==> config.mk <==
export PLATFORM = sky130hd
export DESIGN_NAME = shift_arbiter
export DESIGN_NICKNAME = d
export VERILOG_FILES = /design/src/rtl/shift_pkg.sv /design/src/rtl/shift8_core.sv /design/src/rtl/shift_arbiter.sv
export SDC_FILE = /design/constraint.sdc
export NUM_CORES = 1
export LEC_CHECK = 0
export ABC_CLOCK_PERIOD_IN_PS = 3600
export CAP_MARGIN = 20
export CORE_MARGIN = 1
export CORE_UTILIZATION = 28
export CTS_CLUSTER_SIZE = 16
export DETAILED_ROUTE_END_ITERATION = 6
export SLEW_MARGIN = 10
export SYNTH_ARGS = -nofsm -noshare
export SYNTH_HDL_FRONTEND = slang
export SYNTH_SLANG_ARGS = --single-unit
==> constraint.sdc <==
create_clock -name clk -period 3.6 [get_ports clk]
set_input_delay 0.72 -clock clk [delete_from_list [all_inputs] [get_ports clk]]
set_output_delay 0.72 -clock clk [all_outputs]
set_load 0.05 [all_outputs]
==> src/rtl/shift_pkg.sv <==
`default_nettype none
// ============================================================================
//  Module      : shift_pkg
//  Description : Shared types and constants for the shared-shifter arbiter:
//                operand widths, direction encodings and the request bundle
//                handed from the arbiter to the shift core.
//  Revision    : 1.0  initial release
// ============================================================================
package shift_pkg;

    localparam int DATA_W  = 8;
    localparam int SHAMT_W = 3;

    localparam logic SHIFT_LEFT  = 1'b0;
    localparam logic SHIFT_RIGHT = 1'b1;

    // Operand bundle of the current winner: {data, shift, dir}
    typedef struct packed {
        logic [DATA_W-1:0]  data;
        logic [SHAMT_W-1:0] shift;
        logic               dir;
    } shift_req_t;

endpackage
`default_nettype wire

==> src/rtl/shift8_core.sv <==
`default_nettype none
// ============================================================================
//  Module      : shift8_core
//  Description : Combinational 8-bit logical shifter with zero fill.
//                dir = SHIFT_LEFT shifts toward the MSB, SHIFT_RIGHT toward
//                the LSB; a shift amount of 0 passes the data through.
//  Ports       : req    - operand bundle {data, shift, dir}
//                result - shifted data
//  Revision    : 1.0  initial release
// ============================================================================
module shift8_core
    import shift_pkg::*;
(
    input  shift_req_t          req,
    output logic [DATA_W-1:0]   result
);

    always_comb begin
        result = '0;
        case (req.dir)
            SHIFT_LEFT:  result = req.data << req.shift;
            SHIFT_RIGHT: result = req.data >> req.shift;
            default:     result = '0;
        endcase
    end

endmodule
`default_nettype wire

==> src/rtl/shift_arbiter.sv <==
`default_nettype none
// ============================================================================
//  Module      : shift_arbiter
//  Description : Round-robin arbiter sharing one 8-bit shifter between NREQ
//                valid/ready requesters. The winner's result is captured in a
//                single registered, back-pressurable output stage tagged with
//                the requester index.
//  Ports       : clk, rst               - clock, synchronous active-high reset
//                req_valid/req_ready    - per-requester handshake
//                req_data/shift/dir     - packed per-requester operands
//                out_valid/ready        - result handshake
//                out_data, out_id       - result and originating requester
//                op_count               - results accepted downstream (wraps)
//  Revision    : 1.0  initial release
// ============================================================================
module shift_arbiter
    import shift_pkg::*;
#(
    parameter int NREQ = 4,
    parameter int IDW  = 2,
    parameter int CNTW = 16
)(
    input  logic                    clk,
    input  logic                    rst,
    input  logic [NREQ-1:0]         req_valid,
    input  logic [DATA_W*NREQ-1:0]  req_data,
    input  logic [SHAMT_W*NREQ-1:0] req_shift,
    input  logic [NREQ-1:0]         req_dir,
    output logic [NREQ-1:0]         req_ready,
    output logic                    out_valid,
    output logic [DATA_W-1:0]       out_data,
    output logic [IDW-1:0]          out_id,
    input  logic                    out_ready,
    output logic [CNTW-1:0]         op_count
);

    typedef struct packed {
        logic           found;
        logic [IDW-1:0] idx;
    } pick_t;

    // First valid requester scanning upward from ptr, wrapping at NREQ.
    // Iterating from the far end lets the closest candidate overwrite the rest.
    function automatic pick_t rr_pick(input logic [NREQ-1:0] valid,
                                      input logic [IDW-1:0]  ptr);
        pick_t p;
        int    j;
        p = '0;
        for (int k = NREQ - 1; k >= 0; k--) begin
            j = int'(ptr) + k;
            if (j >= NREQ) j = j - NREQ;
            if (valid[j]) begin
                p.found = 1'b1;
                p.idx   = IDW'(j);
            end
        end
        return p;
    endfunction

    logic [IDW-1:0]    r_rr_ptr;
    logic              r_out_valid;
    logic [DATA_W-1:0] r_out_data;
    logic [IDW-1:0]    r_out_id;
    logic [CNTW-1:0]   r_op_count;

    pick_t             w_pick;
    logic              w_can_accept;
    logic [NREQ-1:0]   w_ready;
    logic              w_xfer;
    logic [IDW-1:0]    w_next_ptr;
    shift_req_t        w_win_req;
    logic [DATA_W-1:0] w_result;

    assign w_pick       = rr_pick(req_valid, r_rr_ptr);
    assign w_can_accept = !r_out_valid || out_ready;

    // Grant strobe is suppressed during reset so no requester believes a
    // transfer happened on an edge that the register will ignore.
    always_comb begin
        w_ready = '0;
        if (!rst && w_pick.found && w_can_accept) begin
            w_ready[w_pick.idx] = 1'b1;
        end
    end

    assign w_xfer     = |w_ready;
    assign w_next_ptr = (w_pick.idx == IDW'(NREQ - 1)) ? '0 : w_pick.idx + 1'b1;

    // Only the winner's operands reach the single shared shifter.
    always_comb begin
        w_win_req       = '0;
        w_win_req.data  = req_data[w_pick.idx * DATA_W +: DATA_W];
        w_win_req.shift = req_shift[w_pick.idx * SHAMT_W +: SHAMT_W];
        w_win_req.dir   = req_dir[w_pick.idx];
    end

    shift8_core u_shift8_core (
        .req    (w_win_req),
        .result (w_result)
    );

    always_ff @(posedge clk) begin
        if (rst) begin
            r_rr_ptr    <= '0;
            r_out_valid <= 1'b0;
            r_out_data  <= '0;
            r_out_id    <= '0;
            r_op_count  <= '0;
        end else begin
            if (r_out_valid && out_ready) begin
                r_op_count <= r_op_count + 1'b1;
            end
            // A new load takes priority over a drain so the stage can refill
            // in the same cycle it empties.
            if (w_xfer) begin
                r_out_valid <= 1'b1;
                r_out_data  <= w_result;
                r_out_id    <= w_pick.idx;
                r_rr_ptr    <= w_next_ptr;
            end else if (out_ready) begin
                r_out_valid <= 1'b0;
            end
        end
    end

    assign req_ready = w_ready;
    assign out_valid = r_out_valid;
    assign out_data  = r_out_data;
    assign out_id    = r_out_id;
    assign op_count  = r_op_count;

endmodule
`default_nettype wire

Word-level counts from Yosys, hierarchy flattened
Index checks and enable logic that the tools add are counted.
{"block": "totals", "reg_bits": 29, "in_bits": 55, "out_inout_bits": 31, "word_cells": 69}
{"block": "op_classes", "add_sub_neg": 9, "n_mul": 1, "magnitude_cmp": 10, "eq_ne": 1, "shifts": 4, "n_mux": 29, "bitwise": 1, "n_reduce_logical": 9}
{"operator": "$lt A32 B4 Y1 const B", "count": 4}
{"operator": "$mux W32", "count": 4}
{"operator": "$shiftx A32 B6 Y8", "count": 1}
{"operator": "$add A16 B1 Y16 const B", "count": 1}
{"operator": "$pmux W8 S2", "count": 1}
{"operator": "$mux W1", "count": 12}
{"operator": "$mux W3", "count": 4}
{"operator": "$shiftx A12 B5 Y3", "count": 1}
{"operator": "$sub A3 B3 Y4 const B", "count": 3}
{"operator": "$bmux W1 S2", "count": 5}
{"operator": "$ge A3 B3 Y1 const B", "count": 3}
{"operator": "$shl A8 B3 Y8", "count": 1}
{"operator": "$shr A8 B3 Y8", "count": 1}
{"operator": "$add A2 B2 Y3 const B", "count": 2}
{"operator": "$logic_and A1 B1 Y1", "count": 4}
{"operator": "$mul A2 B2 Y4 const B", "count": 1}
{"operator": "$mux W4", "count": 1}
{"operator": "$reduce_or A4 Y1", "count": 1}
{"operator": "$sub A2 B3 Y4 const B", "count": 1}
{"operator": "$add A2 B1 Y3 const B", "count": 1}
{"operator": "$ge A2 B3 Y1 const B", "count": 1}
{"operator": "$lt A2 B3 Y1 const B", "count": 1}
{"operator": "$add A2 B1 Y2 const B", "count": 1}
{"operator": "$demux W1 S2", "count": 1}
{"operator": "other kinds (7)", "count": 8}

Longest topological paths before layout
{"block": "depth", "depth_word": 17, "depth_mapped": 12, "ltp_nobuf": 9}

By module
Synthesis repeated with hierarchy kept, for this count alone.
{"block": "unflattened", "hier_cells": 257, "area_unflattened_um2": 2316.0}
{"module": "shift_arbiter", "instances": 1, "cells_per_inst": 184, "area_per_inst_um2": 1755.4, "seq_area_each_um2": 580.6}
{"module": "shift8_core", "instances": 1, "cells_per_inst": 73, "area_per_inst_um2": 560.5, "seq_area_each_um2": 0.0}

Worst setup path after synthesis
Ideal clock, no wire load.
{"block": "synth_timing", "path_type": "input to output", "startpoint": "in req_valid[0]", "endpoint": "out req_ready[1]", "arrival_ns": 2.151, "required_ns": 2.880, "slack_ns": 0.729, "cell_stages": 8, "n_path_buf": 2, "path_cell_list": "nand2b_1 a21oi_1 a211o_1 buf_2 clkinv_2 buf_4 ha_1 and2_1"}
{"item": "start, declared", "line_no": "shift_arbiter.sv:25", "source": "input logic [NREQ-1:0] req_valid,"}
{"item": "end, declared", "line_no": "shift_arbiter.sv:29", "source": "output logic [NREQ-1:0] req_ready,"}

==> results.py <==
metrics = {
    "critical_path": {
        "worst_ep_required_time_ns": 2.88,
        "crit_end": "req_ready[2]",
        "rrSetupSlack_ns": 0.90,
        "critPathLaunch": "req_valid[2]",
        "path_cells": "clkdlybuf4s50_1 > nor2b_1 > a211o_1 > nand2_2 > inv_1 > ha_1 > and2_1 > buf_12",
        "slowest_delay_ns": 0.52,
        "rr_worst_depth": 8,
        "rr_endpoint": "out_data[4]",
        "start_kind": "primary input",
        "reg2reg_from": "r_rr_ptr[1]",
        "critPathSlowestCell": "clkdlybuf4s50_1",
        "worstSetupPathType": "in -> out",
        "crit_arrival_ns": 2.69,
        "crit_fanout": 10,
        "cp-end-kind": "output port",
    },
    "sta": {
        "fin_setup_tns_ns": 0,
        "fin_skew_ns": 0.00334,
        "timing.slew.headroom": 0.561,
        "worstMarginPinSlew_ns": 0.654,
        "fin_crit_ns": 3.41,
        "max_freq_mhz": 293,
        "finalMaxSlewViolations": 0,
        "fin_crit_sh": 0.948,
        "rsz0062_at_grt": "no",
        "setup-violations-final": 0,
        "hold_viol_final": 0,
    },
    "cts": {
        "holdBufCountCts": 0,
        "ctsRootBufferMaster": "clkbuf_8",
        "clockBufferDepth": 2,
        "clk_pin_slew_worst_paths_ns": 0.06,
        "cts_setup_buffers": 0,
        "cts_tree": "built",
        "cts_buffers": 5,
        "clock_latency_ns": 0.27,
        "cts_sinks": 29,
        "h-tree-depth": 2,
        "post_cts_resized": 0,
    },
    "job": {
        "drv_cap": 0,
    },
    "synth": {
        "synthAdderAreaFrac": 0.0270,
        "synth.area.mux_share": 0.0432,
        "syn_inst": 318,
        "async_reset_ff_frac": 0,
        "synth-seq-cells": 29,
        "ys_types": 50,
        "synth_area_mm2": 0.00232,
        "yosys.area.top_type": "dfxtp_1",
        "syn_nets": 378,
        "synth_simple_gate_area_frac": 0.306,
        "yosysWarnings": 0,
        "synth-edff-count": 0,
        "synth-xor-area-share": 0.0416,
        "ys_seq_area_frac": 0.251,
        "ys.flop_type": "dfxtp_1",
        "post-synth-top-count-cell": "nand3_1",
        "synth.avg_cell_area_um2": 7.29,
        "synth_compound_gate_area_share": 0.280,
        "synth_top_family_by_area": "simple AND/OR/NAND/NOR gates",
        "synth_top_area_share": 0.251,
        "yosys-top-cells-count": "nand3_1 (41), nand2_1 (31), dfxtp_1 (29)",
        "synthTopCellsByArea": "dfxtp_1 (25%), nand3_1 (8.9%), nand2_1 (5.0%)",
    },
    "global_route": {
        "grt_pass1_wl_mm": 11.9,
        "grtUsageTotal": 0.167,
        "grt_max_degree": 30,
        "grt-ovfl-total": 0,
        "antenna_found_initial": 0,
        "grt_pass1_vias": 2493,
    },
    "cells_and_area": {
        "antenna_cells": 0,
        "layout-drive-gt1-share": 0.0798,
        "syn_to_final_growth_pct": 46.4,
        "layout.nets": 461,
        "finish.utilization": 0.432,
        "final_cell_area_mm2": 0.00339,
        "fillCellCount": 814,
    },
    "placed_design": {
        "numPortBuffers": 85,
        "post_dp_cell_area_mm2": 0.00331,
        "place_congestion": 0.839,
        "place.detailed.hpwl_mm": 5.67,
    },
    "power_and_ir_drop": {
        "vdd_drop_max_uv": 146,
        "powerDensity_mw_per_mm2": 449,
        "power.leakage_nw": 1.26,
        "power_mw": 1.52,
    },
    "outcome": {
        "status": "finished, final reports clean",
    },
    "floorplanning": {
        "dieArea_mm2": 0.00864,
        "die-height_um": 93.0,
        "fp.dieW_um": 93.0,
        "design.core.area_mm2": 0.00785,
        "io_pins": 86,
        "start_util": 0.295,
        "rows": 32,
    },
    "drt": {
        "finalWirelength_mm": 7.05,
        "via_per_inst": 5.32,
        "drt_iter0_drc": 181,
        "vias": 2678,
        "drt_pass1_iterations": 4,
        "drc": 0,
        "wire_per_inst_um": 14.0,
        "ant_nets": 0,
    },
    "worst_hold_path": {
        "hold_path_class": "reg -> reg",
    },
}
-- critical path: cells and delay by family --
kind	cells	cell delay [ns]
compound gates	1	0.24
fa+ha+maj	1	0.23
simple gates	3	0.60
buf+inv	3	0.89
-- worst min-delay path by stage --
stage / endpoint / startpoint / cells past startpoint / slack, ns
final: out_id[1] / out_id[1] / 2 / 0.45
after global routing: out_id[1] / out_id[1] / 2 / 0.48
after CTS: out_id[1] / out_id[1] / 2 / 0.45
after floorplan: r_rr_ptr[1] / r_rr_ptr[1] / 2 / 0.49
after detailed placement: out_id[1] / out_id[1] / 2 / 0.45
after global placement: out_id[1] / out_id[1] / 2 / 0.45
-- layout by cell type, fill, tap and decap left out, types with 2 or more instances in the layout --
cell / netlist / final
a211o_1: 2 / 2
a211oi_1: 8 / 8
a211oi_2: 3 / 3
a21o_1: 2 / 2
a21oi_1: 16 / 16
a221o_1: 2 / 2
a221oi_1: 3 / 3
a22oi_1: 2 / 2
a311oi_1: 7 / 7
a31o_2: 2 / 2
a31oi_1: 2 / 2
and2_1: 8 / 8
and3_1: 11 / 11
buf_12: 0 / 3
buf_4: 1 / 11
clkbuf_8: 0 / 6
clkdlybuf4s50_1: 0 / 81
dfxtp_1: 29 / 29
ha_1: 5 / 5
inv_1: 6 / 6
mux2i_1: 10 / 10
nand2_1: 31 / 31
nand2b_1: 2 / 2
nand3_1: 41 / 41
nand4_1: 6 / 6
nor2_1: 27 / 27
nor2_2: 2 / 2
nor2b_1: 3 / 3
nor3_1: 3 / 3
o211ai_1: 13 / 13
o21ai_0: 23 / 23
or3_1: 4 / 4
xnor2_1: 3 / 3
xor2_1: 8 / 8
-- routing by layer --
metal	GRT usage	wire, um	up-vias
li1	-	-	1346
met5	0	0	-
met2	0.284	3240	98
met4	0.0359	48	0
met3	0.0293	386	5
met1	0.221	3380	1229
-- per-stage QoR --
stage               hold slack [ns]  instances  worst slack (ns)
floorplan                     0.487        318             0.729
global placement              0.446        496             0.232
detailed placement            0.446        496             0.174
CTS                           0.454        503             0.202
global route                  0.475        503           0.00744
finish                        0.451        503             0.187
-- final cells by class --
cell class,instances,area (um^2),share of cell area
Clock buffer,7,86.3,0.0254
Inverter,7,27.5,0.00811
Multi-Input combinational cell,263,1620,0.477
Sequential cell,29,581,0.171
Tap cell,102,128,0.0376
Timing Repair Buffer,95,953,0.281
-- kinds of logic (layout without fill, tap and decap cells) --
kind of cell             after synthesis  count (layout)
flip-flops                            29              29
AND/OR/NAND/NOR                      144             144
adder cells (fa/ha/maj)                5               5
buffers and inverters                 26             109
XOR/XNOR                              11              11
AO/OA/AOI/OAI                         93              93
multiplexers                          10              10
-- registers in the layout, indices dropped and copies added, names as in the netlist --
| name | flops |
|---|---|
| op_count | 16 |
| out_valid | 1 |
| r_rr_ptr | 2 |
| out_id | 2 |
| out_data | 8 |
-- report_power, final --
group	internal, mW	switching, mW
sequential	0.351	0.0219
combinational	0.338	0.550
clock	0.151	0.112
Power figures use the tool's default switching activity.
